### src/rtl/char_motion_unit.sv
// rtl/char_motion_unit.sv - per-character heading/position engine on a shared step tick
module char_motion_unit #(
  parameter int NUM_CHARS  = 2,
  parameter int GRID_W     = 32,
  parameter int GRID_H     = 24,
  parameter int X_W        = 5,
  parameter int Y_W        = 5,
  parameter int TICK_DIV   = 1000000,
  parameter int NO_REVERSE = 1,
  parameter int WRAP       = 1
) (
  input  logic                       clk,
  input  logic                       rst_n,
  input  logic                       enable,
  input  logic [NUM_CHARS-1:0]       req_valid,
  input  logic [NUM_CHARS-1:0]       req_dir,
  input  logic [NUM_CHARS-1:0]       req_axis,
  input  logic [NUM_CHARS-1:0]       load_en,
  input  logic [X_W-1:0]             load_x,
  input  logic [Y_W-1:0]             load_y,
  output logic [2*NUM_CHARS-1:0]     char_dir,
  output logic [X_W*NUM_CHARS-1:0]   pos_x,
  output logic [Y_W*NUM_CHARS-1:0]   pos_y,
  output logic [NUM_CHARS-1:0]       moving,
  output logic                       step_pulse,
  output logic [NUM_CHARS-1:0]       req_reject
);

  localparam int              CNT_W   = (TICK_DIV > 2) ? $clog2(TICK_DIV) : 1;
  localparam logic [CNT_W-1:0] CNT_MAX = CNT_W'(TICK_DIV - 1);
  localparam logic [CNT_W-1:0] CNT_ONE = CNT_W'(1);
  localparam logic [X_W-1:0]   X_MAX   = X_W'(GRID_W - 1);
  localparam logic [X_W-1:0]   X_ONE   = X_W'(1);
  localparam logic [Y_W-1:0]   Y_MAX   = Y_W'(GRID_H - 1);
  localparam logic [Y_W-1:0]   Y_ONE   = Y_W'(1);

  // Heading codes: bit 1 set = negative direction, bit 0 = axis.
  localparam logic [1:0] HEAD_PX = 2'd0;
  localparam logic [1:0] HEAD_PY = 2'd1;
  localparam logic [1:0] HEAD_NX = 2'd2;
  localparam logic [1:0] HEAD_NY = 2'd3;

  logic [CNT_W-1:0]     cnt_q, cnt_d;
  logic                 step_q, step_d;
  logic [1:0]           dir_q [NUM_CHARS];
  logic [1:0]           dir_d [NUM_CHARS];
  logic [X_W-1:0]       x_q   [NUM_CHARS];
  logic [X_W-1:0]       x_d   [NUM_CHARS];
  logic [Y_W-1:0]       y_q   [NUM_CHARS];
  logic [Y_W-1:0]       y_d   [NUM_CHARS];
  logic [NUM_CHARS-1:0] moving_q, moving_d;
  logic [NUM_CHARS-1:0] rej_q, rej_d;
  logic [1:0]           req_code [NUM_CHARS];
  logic [X_W-1:0]       load_x_c;
  logic [Y_W-1:0]       load_y_c;

  // Shared step timer; step_d marks the edge on which every moving channel advances.
  always_comb begin
    cnt_d  = cnt_q;
    step_d = 1'b0;
    if (enable) begin
      if (cnt_q == CNT_MAX) begin
        cnt_d  = '0;
        step_d = 1'b1;
      end else begin
        cnt_d = cnt_q + CNT_ONE;
      end
    end
  end

  // Clamp the shared load bus into the grid.
  always_comb begin
    load_x_c = (load_x > X_MAX) ? X_MAX : load_x;
    load_y_c = (load_y > Y_MAX) ? Y_MAX : load_y;
  end

  // Translate each (dir, axis) request into a heading code.
  always_comb begin
    for (int i = 0; i < NUM_CHARS; i++) begin
      req_code[i] = {~req_dir[i], req_axis[i]};
    end
  end

  // Per-channel next state: load overrides; otherwise move on old heading, then steer.
  always_comb begin
    for (int i = 0; i < NUM_CHARS; i++) begin
      dir_d[i]    = dir_q[i];
      x_d[i]      = x_q[i];
      y_d[i]      = y_q[i];
      moving_d[i] = moving_q[i];
      rej_d[i]    = 1'b0;
      if (load_en[i]) begin
        x_d[i]      = load_x_c;
        y_d[i]      = load_y_c;
        moving_d[i] = 1'b0;
      end else begin
        if (step_d && moving_q[i]) begin
          case (dir_q[i])
            HEAD_PX: x_d[i] = (x_q[i] == X_MAX) ? ((WRAP != 0) ? '0 : X_MAX) : x_q[i] + X_ONE;
            HEAD_NX: x_d[i] = (x_q[i] == '0) ? ((WRAP != 0) ? X_MAX : '0) : x_q[i] - X_ONE;
            HEAD_PY: y_d[i] = (y_q[i] == Y_MAX) ? ((WRAP != 0) ? '0 : Y_MAX) : y_q[i] + Y_ONE;
            HEAD_NY: y_d[i] = (y_q[i] == '0) ? ((WRAP != 0) ? Y_MAX : '0) : y_q[i] - Y_ONE;
            default: ;
          endcase
        end
        if (req_valid[i]) begin
          if ((NO_REVERSE != 0) && moving_q[i] && (req_code[i] == (dir_q[i] ^ 2'd2))) begin
            rej_d[i] = 1'b1;
          end else begin
            dir_d[i]    = req_code[i];
            moving_d[i] = 1'b1;
          end
        end
      end
    end
  end

  // State registers with synchronous active-low reset.
  always_ff @(posedge clk) begin
    if (!rst_n) begin
      cnt_q    <= '0;
      step_q   <= 1'b0;
      moving_q <= '0;
      rej_q    <= '0;
      for (int i = 0; i < NUM_CHARS; i++) begin
        dir_q[i] <= '0;
        x_q[i]   <= '0;
        y_q[i]   <= '0;
      end
    end else begin
      cnt_q    <= cnt_d;
      step_q   <= step_d;
      moving_q <= moving_d;
      rej_q    <= rej_d;
      for (int i = 0; i < NUM_CHARS; i++) begin
        dir_q[i] <= dir_d[i];
        x_q[i]   <= x_d[i];
        y_q[i]   <= y_d[i];
      end
    end
  end

  // Pack per-channel registers onto the flat output buses.
  always_comb begin
    char_dir = '0;
    pos_x    = '0;
    pos_y    = '0;
    for (int i = 0; i < NUM_CHARS; i++) begin
      char_dir[2*i +: 2]   = dir_q[i];
      pos_x[X_W*i +: X_W]  = x_q[i];
      pos_y[Y_W*i +: Y_W]  = y_q[i];
    end
  end

  assign moving     = moving_q;
  assign step_pulse = step_q;
  assign req_reject = rej_q;

endmodule

### config.mk
export PLATFORM = sky130hd
export DESIGN_NAME = char_motion_unit
export DESIGN_NICKNAME = d
export VERILOG_FILES = /design/src/rtl/char_motion_unit.sv
export SDC_FILE = /design/constraint.sdc
export NUM_CORES = 1
export LEC_CHECK = 0
export CAP_MARGIN = 20
export CORE_ASPECT_RATIO = 1.75
export CORE_UTILIZATION = 35
export DETAILED_ROUTE_END_ITERATION = 7
export SLEW_MARGIN = 30
export SYNTH_ARGS = -nofsm -noshare
export SYNTH_HDL_FRONTEND = slang
export SYNTH_SLANG_ARGS = --single-unit
### constraint.sdc
create_clock -name clk -period 3.6 [get_ports clk]
set_clock_uncertainty 0.15 [all_clocks]
set_input_delay 0.72 -clock clk [delete_from_list [all_inputs] [get_ports clk]]
set_output_delay 0.72 -clock clk [all_outputs]
set_load 0.02 [all_outputs]
==> impl_summary.txt, run 1 <==
----------------------------------------------------
[Die]
  Overall die area ... 0.009049 mm2
  Die width ... 72.34 um
  Number of rows in the core area ... 44
  IO Count ... 50
  Die H ... 125.1 um
  CORE AREA ... 0.008368 mm2
  Initial cell density of the core ... 36.21%

[Place]
  Number of buffers added on ports ... 49
  Post-Place Cell Area ... 0.003642 mm2
  Worst-case setup slack after placement ... 0.3269 ns
  Placed insts ... 532
  Routability-driven placement congestion ratio ... 0.8616
  Placed wire-length estimate ... 6182 um

[Clock network]
  Total number of H-tree levels ... 2
  Total clock buffers created by CTS ... 5
  Post-cts gate resize count ... 0
  Number of post-CTS setup repair buffers ... 0
  Clock tree sinks ... 49
  Clock latency on the worst-skew pair ... 0.29 ns
  CTS max path bufs ... 2
  Clock transition at the register clock pins on the worst setup and hold paths after CTS ... 0.07 ns
  Root buffer selected by CTS ... sky130_fd_sc_hd__clkbuf_16
  TritonCTS clock tree ... done
  Hold buffers post-CTS ... 0

[Critical path]
  Critical path capture point type ... flip-flop
  Maximum fanout count along the critical path ... 11
  Startpoint of the most critical register-to-register path ... cnt_q[14]$_SDFFE_PN0P_
  Start-to-end type of the worst setup path ... in -> reg
  Worst-path cell chain ... clkdlybuf4s50_1 > nand4_1 > or3_4 > or3_4 > or3_1 > a311oi_1
  Data required time of the worst path ... 3.66 ns
  Worst flop-to-flop path endpoint ... y_q[0][9]$_SDFFE_PN0P_
  Arrival time at the worst endpoint ... 3.01 ns
  Setup crit start kind ... input pin
  Worst setup slack for register-to-register paths ... 0.91 ns
  Family with the most delay on the worst path ... simple AND/OR/NAND/NOR gates
  Depth of the worst register-to-register path ... 5
  CP max stage cell ... sky130_fd_sc_hd__clkdlybuf4s50_1
  Cell repeated most along the worst path ... sky130_fd_sc_hd__or3_4
  CP max stage delay ... 0.60 ns
  Buffers plus inverters on the worst setup path ... 1

[Route]
  Number of iterations in the first detailed-routing pass ... 4
  Routed via count ... 2927
  Residual antenna-violating net count after detailed routing ... 0
  Via density per instance ... 5.420
  Final Routed Wirelength ... 8078 um
  DRC violations left ... 0
  DRC marker count from the first detailed-route iteration ... 140
  Average detailed-routed wire length per instance ... 14.96 um

[Timing]
  Final hold violation count ... 0
  Hold_ws ... 0.3561 ns
  Max-slew headroom ... 54.55%
  Post-route fraction of the period consumed by the critical path ... 82.04%
  Top achievable clock speed ... 0.3386 GHz
  Setup repair after global routing missed its margin ... no
  Final-report setup violation count ... 0
  Setup tns final ... 0 ns
  Minimum period implied by the final worst setup slack ... 2.953 ns
  Max Transition Viols Final ... 0
  Minimum setup slack in the final design ... 0.6467 ns
  Transition time of the tightest slew-check pin ... 0.6723 ns

[Global route]
  Remaining Overflow, GRT ... 0
  Initial antenna violation count ... 0
  First-pass GRT wire length ... 13900 um
  Vias in the first global route ... 2952
  Total routing resource utilization after global routing ... 19.24%
  Pin count of the biggest net entering global routing ... 20

[Synth]
  Cell area after synthesis ... 0.003030 mm2
  Number of synthesized register bits ... 49
  Count of cell types in the netlist ... 62
  Post-synthesis area per instance ... 8.017 um2
  Share of Yosys cell area claimed by the top area cell type ... 32.37%
  Synthesized net count ... 410
  Cells after synthesis ... 378
  Number of flops mapped to enable cells by yosys ... 0
  Biggest area consumer among synthesized cells ... sky130_fd_sc_hd__dfxtp_1
  Synth top area cells ... sky130_fd_sc_hd__dfxtp_1, sky130_fd_sc_hd__xnor2_1, sky130_fd_sc_hd__a21oi_1, sky130_fd_sc_hd__ha_1, sky130_fd_sc_hd__nor2_1
  Top FF cell, synth ... sky130_fd_sc_hd__dfxtp_1
  Portion of the post-synthesis area used by sequential elements ... 32.37%
  Share of flip-flops with an asynchronous set or reset ... 0%
  Yosys Warn Count ... 0

[Power]
  Power per cell area ... 338.4 mW/mm2
  Total Power ... 1.279 mW
  VDD IR-drop max ... 190.5 uV
  Leakage dissipation ... 1.312 nW

[Final layout]
  Antenna cells ... 0
  Final standard cell utilization of the core ... 45.19%
  Final Net Count ... 456
  Non-filler instance count after layout ... 540
  Commonest cells after routing, fill and taps aside ... sky130_fd_sc_hd__dfxtp_1, sky130_fd_sc_hd__clkdlybuf4s50_1, sky130_fd_sc_hd__nor2_1
  Design area ... 0.003781 mm2
  Layout-stage area growth over the synthesis result ... 24.77%
  Layout cells sized above 1 ... 5.176%

[Worst hold path]
  Min-Delay Endpoint ... cnt_q[10]$_SDFFE_PN0P_
  Worst hold path class ... reg -> reg
  Hold wc startpoint ... cnt_q[10]$_SDFFE_PN0P_
  Worst hold path depth ... 2

[Outcome]
  Run status ... complete, no violations

[Run]
  Max_cap viols ... 0

----------------------------------------------------
==> cell families after synthesis <==
group	Yosys count	share of synthesized area, %
muxes	7	2.353
buffers and inverters	37	4.831
AOI/OAI and AO/OA	98	21.39
adders and majority gates	11	4.542
and+or+nand+nor	153	27.87
DFF	49	32.37
xor gates and xnor gates	23	6.647
==> power breakdown <==
group | leakage (nW) | total, mW | switching, mW | internal, mW
clock | 0.0706 | 0.463 | 0.207 | 0.256
combinational | 0.841 | 0.217 | 0.111 | 0.106
sequential | 0.401 | 0.600 | 0.0372 | 0.563
==> sequential cells by signal (all words and copies together) (netlist names) <==
register	count
req_reject	2
step_pulse	1
x_q	10
cnt_q	20
y_q	10
dir_q	4
moving	2
==> worst min-delay path: stages, from the launching register on <==
cell	delay (ns)
sky130_fd_sc_hd__dfxtp_1	0.33
sky130_fd_sc_hd__o21ai_0	0.08
sky130_fd_sc_hd__a21oi_1	0.06
==> layer usage <==
| layer | track usage [%] | part of all wire [%] | up-vias |
|---|---|---|---|
| met5 | 0 | 0 | - |
| met4 | 6.920 | 1.7 | 0 |
| met3 | 2.579 | 2.6 | 10 |
| met2 | 36.17 | 55 | 50 |
| met1 | 21.17 | 41 | 1385 |
| li1 | - | - | 1482 |
==> cell usage after synthesis (3+ instances only) <==
library cell,number
sky130_fd_sc_hd__o21ai_0,22
sky130_fd_sc_hd__inv_1,19
sky130_fd_sc_hd__nand3_1,18
sky130_fd_sc_hd__nor2_1,34
sky130_fd_sc_hd__dfxtp_1,49
sky130_fd_sc_hd__nand2b_1,4
sky130_fd_sc_hd__a21oi_1,28
sky130_fd_sc_hd__xnor2_1,17
sky130_fd_sc_hd__and2_1,3
sky130_fd_sc_hd__mux2i_1,6
sky130_fd_sc_hd__and3_1,5
sky130_fd_sc_hd__nand2_1,24
sky130_fd_sc_hd__a21boi_0,3
sky130_fd_sc_hd__o211ai_1,3
sky130_fd_sc_hd__clkbuf_1,15
sky130_fd_sc_hd__nand4_1,8
sky130_fd_sc_hd__nor4_1,8
sky130_fd_sc_hd__nand3b_1,4
sky130_fd_sc_hd__xor2_1,6
sky130_fd_sc_hd__a31oi_1,6
sky130_fd_sc_hd__nor4b_1,3
sky130_fd_sc_hd__nor3_1,8
sky130_fd_sc_hd__or3_1,8
sky130_fd_sc_hd__a311oi_1,4
sky130_fd_sc_hd__ha_1,11
sky130_fd_sc_hd__a211oi_1,3
sky130_fd_sc_hd__nor2b_1,7
sky130_fd_sc_hd__or3_4,3
==> layout make-up <==
class	instances	area, um2
clock buffer	6	128.9
clock inverter	2	10.01
fill	876	4587
inverter	21	78.83
multi-input combinational	292	1903
sequential	49	980.9
tap	115	143.9
timing repair buffer	55	535.5
==> how the worst max path moves through the flow <==
stage	startpoint	endpoint	slack, ns	depth (start not counted)
floorplan	enable	x_q[0][5]$_SDFFE_PN0P_	0.84	7
global placement	enable	y_q[0][2]$_SDFFE_PN0P_	0.37	6
detailed placement	enable	y_q[0][2]$_SDFFE_PN0P_	0.33	6
CTS	enable	y_q[0][2]$_SDFFE_PN0P_	0.65	6
global route	enable	y_q[0][9]$_SDFFE_PN0P_	0.53	6
finish	enable	y_q[0][2]$_SDFFE_PN0P_	0.65	6
No activity file was read; power rests on OpenSTA's default activity.
==> run 2: changes to the inputs <==
==> constraint.sdc (replaced) <==
create_clock -name clk -period 2.56 [get_ports clk]
set_clock_uncertainty 0.15 [all_clocks]
set_input_delay 0.512 -clock clk [delete_from_list [all_inputs] [get_ports clk]]
set_output_delay 0.512 -clock clk [all_outputs]
set_load 0.02 [all_outputs]
==> run 2 against run 1 <==
Against the previous run:
- first-iteration DRC count down 16%
- worst hold slack better by 0.0044 ns
- combinational power up 46%
- cell count up 3.3%
- die area unchanged
==> impl_summary.txt, run 2 (synthesized netlist as in run 1, its figures left out) <==
----------------------------------------------------
[Global route]
  Vias in the first global route ... 2965 (+0.44%)
  First-pass GRT wire length ... 14230 um (+2.4%)
  GR met2 Demand/Resource ... 38.04% (+1.9 points)
  Met3 Use GR ... 3.062% (+0.48 points)
  Remaining Overflow, GRT ... 0 (unchanged)
  Total routing resource utilization after global routing ... 20.00% (+0.76 points)
  Pin count of the biggest net entering global routing ... 20 (unchanged)
  Most used routing layer in global routing ... met2
  Met1 layer usage reported by global route ... 20.54% (-0.63 points)
  Initial antenna violation count ... 0 (unchanged)

[Timing]
  Max Transition Viols Final ... 0 (unchanged)
  Final hold violation count ... 0 (unchanged)
  Transition time of the tightest slew-check pin ... 0.4839 ns (-0.1884 ns)
  Setup tns final ... 0 ns (unchanged)
  Minimum setup slack in the final design ... 0.05103 ns (-0.5956 ns)
  Top achievable clock speed ... 0.3986 GHz
  Minimum period implied by the final worst setup slack ... 2.509 ns
  Setup repair after global routing missed its margin ... no
  Hold_ws ... 0.3605 ns (+0.004378 ns)
  Final-report setup violation count ... 0 (unchanged)
  Max-slew headroom ... 67.66% (+13 points)
  Post-route fraction of the period consumed by the critical path ... 98.01%

[Critical path]
  Worst setup slack for register-to-register paths ... 0.05 ns (-0.86 ns)
  Setup crit start kind ... flip-flop
  Start-to-end type of the worst setup path ... reg -> reg
  Arrival time at the worst endpoint ... 2.57 ns (-0.44 ns)
  Critical path capture point type ... flip-flop
  Maximum fanout count along the critical path ... 4 (-7)
  Data required time of the worst path ... 2.62 ns (-1.04 ns)

[Route]
  Residual antenna-violating net count after detailed routing ... 0 (unchanged)
  DRC marker count from the first detailed-route iteration ... 118 (-16%)
  Final Routed Wirelength ... 8573 um (+6.1%)
  Average detailed-routed wire length per instance ... 15.36 um (+2.7%)
  DRC violations left ... 0 (unchanged)
  Number of iterations in the first detailed-routing pass ... 4 (unchanged)
  Routed via count ... 3063 (+4.6%)
  Via density per instance ... 5.489 (+1.3%)

[Final layout]
  Final Net Count ... 474 (+3.9%)
  Commonest cells after routing, fill and taps aside ... sky130_fd_sc_hd__dfxtp_1, sky130_fd_sc_hd__clkdlybuf4s50_1, sky130_fd_sc_hd__nor2_1
  Biggest registers after layout ... cnt_q: 20 flops, x_q: 10 flops, y_q: 10 flops
  Layout cells sized above 1 ... 9.707% (+4.5 points)
  Layout-stage area growth over the synthesis result ... 30.80%
  Antenna cells ... 0 (unchanged)
  Top register by number of flip-flops ... cnt_q
  Flip-flop count of the largest register after layout ... 20 (unchanged)
  Non-filler instance count after layout ... 558 (+3.3%)

[Worst hold path]
  Worst hold path class ... reg -> reg

[Power]
  Leakage dissipation ... 1.435 nW (+9.3%)
  Switching Power ... 521.8 uW (+47%)
  Share of total power in combinational logic ... 17.1% (about the same)
  Share of total power in sequential cells ... 45.3% (-1.6 points)
  Total Power ... 1.858 mW (+45%)
  Power per cell area ... 468.9 mW/mm2 (+39%)
  Cell Int Power ... 1.337 mW (+45%)
  Switching power as a share of total power ... 28.08% (+0.33 points)
  VDD IR-drop max ... 244.3 uV (+28%)
  Power share of the clock group ... 37.6% (+1.5 points)

[Die]
  CORE AREA ... 0.008368 mm2 (unchanged)
  IO Count ... 50 (unchanged)
  Die width ... 72.34 um (unchanged)
  Initial cell density of the core ... 36.21% (unchanged)
  Die H ... 125.1 um (unchanged)
  Overall die area ... 0.009049 mm2 (unchanged)
  Number of rows in the core area ... 44 (unchanged)

[Clock network]
  Clock tree sinks ... 49 (unchanged)
  Total number of H-tree levels ... 2 (unchanged)
  TritonCTS clock tree ... done
  CTS max path bufs ... 2 (unchanged)
  Root buffer selected by CTS ... sky130_fd_sc_hd__clkbuf_16
  Hold buffers post-CTS ... 0 (unchanged)
  Number of post-CTS setup repair buffers ... 0 (unchanged)
  Clock latency on the worst-skew pair ... 0.30 ns (about the same)
  Total clock buffers created by CTS ... 5 (unchanged)
  Clock transition at the register clock pins on the worst setup and hold paths after CTS ... 0.07 ns (about the same)

[Place]
  Worst-case setup slack after placement ... -0.3152 ns (-0.6420 ns)
  Placed wire-length estimate ... 6646 um (+7.5%)
  Placed insts ... 550 (+3.4%)
  Routability-driven placement congestion ratio ... 0.8461 (-1.8%)
  Number of buffers added on ports ... 49 (unchanged)

[Outcome]
  Run status ... complete, no violations

[Run]
  Max_cap viols ... 0 (unchanged)

----------------------------------------------------
-- run 2: per-stage QoR --
stage / utilization (%) / instance area [um2]
5_1_grt: 47.37 / 3964
6_report: 47.37 / 3964
3_5_place_dp: 45.29 / 3790
2_1_floorplan: - / 3030
4_1_cts: 47.11 / 3943
3_3_place_gp: 45.29 / 3790
-- run 2: layout make-up --
class | count | area [um2]
sequential | 49 | 980.9
inverter | 21 | 78.83
multi-input combinational | 292 | 1924
timing repair buffer | 73 | 683.2
fill | 865 | 4404
clock inverter | 2 | 13.76
clock buffer | 6 | 138.9
tap | 115 | 143.9
-- run 2: what timing repair did --
item                       4_1_cts  5_1_grt
resized for setup                0        3
pin swaps                        1        1
setup endpoints to repair        1        6
-- run 2: power by group through the flow --
stage | Sequential (mW) | Combinational [mW] | Clock, mW
6_report | 0.843 | 0.317 | 0.698
5_1_grt | 0.849 | 0.346 | 0.743
4_1_cts | 0.843 | 0.318 | 0.717
3_5_place_dp | 0.860 | 0.316 | 0
3_3_place_gp | 0.859 | 0.313 | 0
2_1_floorplan | 0.871 | 0.157 | 0
-- run 2: routing by layer --
layer	vias up	share of wire, %
li1	1516	-
met1	1477	38
met2	57	57
met3	13	2.7
met4	0	2.4
met5	-	0
-- run 2: final timing paths --
check                            to  cells past startpoint                   start
max          y_q[0][2]$_SDFFE_PN0P_                      5   cnt_q[6]$_SDFFE_PN0P_
min reg2reg  cnt_q[10]$_SDFFE_PN0P_                      2  cnt_q[10]$_SDFFE_PN0P_
min          cnt_q[10]$_SDFFE_PN0P_                      2  cnt_q[10]$_SDFFE_PN0P_
max reg2reg  y_q[0][2]$_SDFFE_PN0P_                      5   cnt_q[6]$_SDFFE_PN0P_
-- run 2: critical path, cell delays in order, from the launching register on --
cell and delay [ns]:
sky130_fd_sc_hd__dfxtp_1 0.34, sky130_fd_sc_hd__or4b_4 0.55, sky130_fd_sc_hd__or3_4 0.39, sky130_fd_sc_hd__or3_4 0.39, sky130_fd_sc_hd__or3_1 0.36, sky130_fd_sc_hd__a311oi_1 0.23
==> run 3: changes to the inputs <==
--- a/config.mk
+++ b/config.mk
@@ -7,8 +7,9 @@
 export LEC_CHECK = 0
 export CAP_MARGIN = 20
 export CORE_ASPECT_RATIO = 1.75
-export CORE_UTILIZATION = 35
+export CORE_UTILIZATION = 30
 export DETAILED_ROUTE_END_ITERATION = 7
+export HOLD_SLACK_MARGIN = 0.03
 export SLEW_MARGIN = 30
 export SYNTH_ARGS = -nofsm -noshare
 export SYNTH_HDL_FRONTEND = slang
==> run 3 against run 2 <==
Against the previous run:
- clock-buffer cell count up 2
- non-clock buffer count unchanged
- design area down 0.41%
- cell count up 1.8%
- die area up 16%
- worst hold slack worse by 0.0086 ns
- fmax up 1.9%
- via count down 0.13%
- utilization down 7.3 points
- critical path type unchanged
- setup slack better by 0.046 ns
- register-to-register slack better by 0.05 ns
- critical path depth unchanged
==> impl_summary.txt, run 3 (synthesized netlist as in run 1, its figures left out) <==
----------------------------------------------------
[Outcome]
  Run status ... complete, no violations

[Route]
  Number of iterations in the first detailed-routing pass ... 4 (unchanged)
  DRC marker count from the first detailed-route iteration ... 155 (+31%)
  Via density per instance ... 5.386 (-1.9%)
  Residual antenna-violating net count after detailed routing ... 0 (unchanged)
  Final Routed Wirelength ... 8466 um (-1.2%)
  Average detailed-routed wire length per instance ... 14.90 um (-3.0%)
  Routed via count ... 3059 (-0.13%)
  DRC violations left ... 0 (unchanged)

[Timing]
  Post-route fraction of the period consumed by the critical path ... 96.21% (-1.8 points)
  Top achievable clock speed ... 0.4060 GHz (+1.9%)
  Minimum setup slack in the final design ... 0.09699 ns (+0.04596 ns)
  Max Transition Viols Final ... 0 (unchanged)
  Transition time of the tightest slew-check pin ... 0.5588 ns (+0.07483 ns)
  Final-report setup violation count ... 0 (unchanged)
  Final hold violation count ... 0 (unchanged)
  Minimum period implied by the final worst setup slack ... 2.463 ns (-0.04596 ns)
  Max-slew headroom ... 62.66% (-5.0 points)
  Setup tns final ... 0 ns (unchanged)

[Clock network]
  Root buffer selected by CTS ... sky130_fd_sc_hd__clkbuf_16
  Total clock buffers created by CTS ... 5 (unchanged)
  TritonCTS clock tree ... done
  Clock transition at the register clock pins on the worst setup and hold paths after CTS ... 0.06 ns (about the same)
  Hold buffers post-CTS ... 0 (unchanged)
  Clock tree sinks ... 49 (unchanged)
  Clock latency on the worst-skew pair ... 0.29 ns (about the same)
  Number of post-CTS setup repair buffers ... 0 (unchanged)
  Post-cts gate resize count ... 0 (unchanged)
  CTS max path bufs ... 2 (unchanged)
  Total number of H-tree levels ... 2 (unchanged)

[Critical path]
  Maximum fanout count along the critical path ... 4 (unchanged)
  Start-to-end type of the worst setup path ... reg -> reg
  Worst flop-to-flop path endpoint ... y_q[0][2]$_SDFFE_PN0P_
  Data required time of the worst path ... 2.61 ns (about the same)
  Worst setup slack for register-to-register paths ... 0.1 ns (+0.05 ns)
  CP max stage cell ... sky130_fd_sc_hd__or4b_4
  Worst-path cell chain ... or4b_4 > or3_4 > or3_4 > or3_1 > a311oi_1
  Buffers plus inverters on the worst setup path ... 0 (unchanged)
  Setup crit start kind ... flip-flop
  Startpoint of the most critical register-to-register path ... cnt_q[6]$_SDFFE_PN0P_
  Family with the most delay on the worst path ... simple AND/OR/NAND/NOR gates
  Depth of the worst register-to-register path ... 5 (unchanged)
  Arrival time at the worst endpoint ... 2.51 ns (-0.06 ns)
  Cell repeated most along the worst path ... sky130_fd_sc_hd__or3_4
  Critical path capture point type ... flip-flop
  CP max stage delay ... 0.55 ns (about the same)

[Final layout]
  Flip-flop count of the largest register after layout ... 20 (unchanged)
  Commonest cells after routing, fill and taps aside ... sky130_fd_sc_hd__dfxtp_1, sky130_fd_sc_hd__clkdlybuf4s50_1, sky130_fd_sc_hd__nor2_1
  Biggest registers after layout ... cnt_q: 20 flops, x_q: 10 flops, y_q: 10 flops
  Final Net Count ... 474 (unchanged)
  Number of fill cells ... 1058 (+22%)
  Top register by number of flip-flops ... cnt_q
  Sequential cell area in the final layout ... 980.9 um2 (unchanged)
  Layout cells sized above 1 ... 9.029% (-0.68 points)
  Design area ... 0.003948 mm2 (-0.41%)
  Area used by multi-input combinational logic ... 0.001924 mm2 (unchanged)
  Non-filler instance count after layout ... 568 (+1.8%)
  Layout-stage area growth over the synthesis result ... 30.26%
  Antenna cells ... 0 (unchanged)

[Global route]
  Initial antenna violation count ... 0 (unchanged)
  Total routing resource utilization after global routing ... 16.83% (-3.2 points)
  Remaining Overflow, GRT ... 0 (unchanged)
  Vias in the first global route ... 3036 (+2.4%)
  First-pass GRT wire length ... 14180 um (-0.34%)
  Pin count of the biggest net entering global routing ... 20 (unchanged)

[Power]
  Total Power ... 1.796 mW (-3.4%)
  Share of total power in sequential cells ... 46.9% (+1.6 points)
  Switching power as a share of total power ... 27.14% (-0.94 points)
  VDD IR-drop max ... 375.1 uV (+54%)
  Power share of the clock group ... 35.6% (-2.0 points)
  Leakage dissipation ... 1.420 nW (-1.0%)
  Cell Int Power ... 1.309 mW (-2.1%)
  Share of total power in combinational logic ... 17.5% (+0.4 points)
  Switching Power ... 487.5 uW (-6.6%)
  Power per cell area ... 455.0 mW/mm2 (-3.0%)

[Worst hold path]
  Worst hold path depth ... 2 (unchanged)
  Worst hold path class ... reg -> reg
  Hold wc startpoint ... cnt_q[10]$_SDFFE_PN0P_
  Min-Delay Endpoint ... cnt_q[10]$_SDFFE_PN0P_

[Die]
  Die width ... 77.98 um (+7.8%)
  Die H ... 135.0 um (+7.9%)
  IO Count ... 50 (unchanged)
  Initial cell density of the core ... 30.77% (-5.4 points)
  CORE AREA ... 0.009849 mm2 (+18%)
  Number of rows in the core area ... 48 (+9.1%)
  Overall die area ... 0.01052 mm2 (+16%)

[Run]
  Max_cap viols ... 0 (unchanged)

[Place]
  Post-Place Cell Area ... 0.003790 mm2 (unchanged)
  Placed insts ... 560 (+1.8%)
  Number of buffers added on ports ... 49 (unchanged)
  Worst-case setup slack after placement ... -0.2894 ns (+0.02583 ns)
  Routability-driven placement congestion ratio ... 0.8437 (-0.28%)
  Placed wire-length estimate ... 6611 um (-0.53%)

----------------------------------------------------
==> run 3: area by class of cell <==
type                            count  area share (%)
Tap cell                          125           3.962
Multi-Input combinational cell    292           48.75
Clock buffer                        8           3.455
Timing Repair Buffer               73           16.99
Sequential cell                    49           24.85
Inverter                           21           1.997
==> run 3: worst min-delay path: cells and delay by family (launching register included) <==
kind               cells  cell delay (ns)
AOI/OAI and AO/OA      2             0.13
DFF                    1             0.32
==> run 3: stage by stage <==
step                      hold slack [ns]  utilization (%)
final                              0.3519            40.08
after global routing               0.3927            40.08
after CTS                          0.3601            39.86
after detailed placement           0.3504            38.48
after global placement             0.3410            38.48
after floorplan                    0.3174                -
==> run 3: worst max-delay path by stage <==
stage	to	cells after the start	slack [ns]	start
6_report	y_q[0][2]$_SDFFE_PN0P_	5	0.1	cnt_q[6]$_SDFFE_PN0P_
5_1_grt	x_q[0][3]$_SDFFE_PN0P_	6	-0.0005	enable
4_1_cts	y_q[0][9]$_SDFFE_PN0P_	6	0.01	enable
3_5_place_dp	y_q[0][9]$_SDFFE_PN0P_	6	-0.29	enable
3_3_place_gp	y_q[0][9]$_SDFFE_PN0P_	6	-0.24	enable
2_1_floorplan	x_q[0][5]$_SDFFE_PN0P_	7	0.006	enable
==> run 3: layer usage <==
metal,wire [um],part of all wire (%),global-route usage (%),vias up
li1,-,-,-,1529
met1,3307,39,17.47,1427
met2,4593,54,32.65,78
met3,243,2.9,2.500,25
met4,323,3.8,7.407,0
met5,0,0,0,-
==> run 3: power groups by stage <==
stage          clock network [mW]  registers, mW  logic (mW)
2_1_floorplan                   0          0.871       0.157
3_3_place_gp                    0          0.859       0.310
3_5_place_dp                    0          0.860       0.312
4_1_cts                     0.651          0.843       0.314
5_1_grt                     0.684          0.850       0.344
6_report                    0.639          0.843       0.314
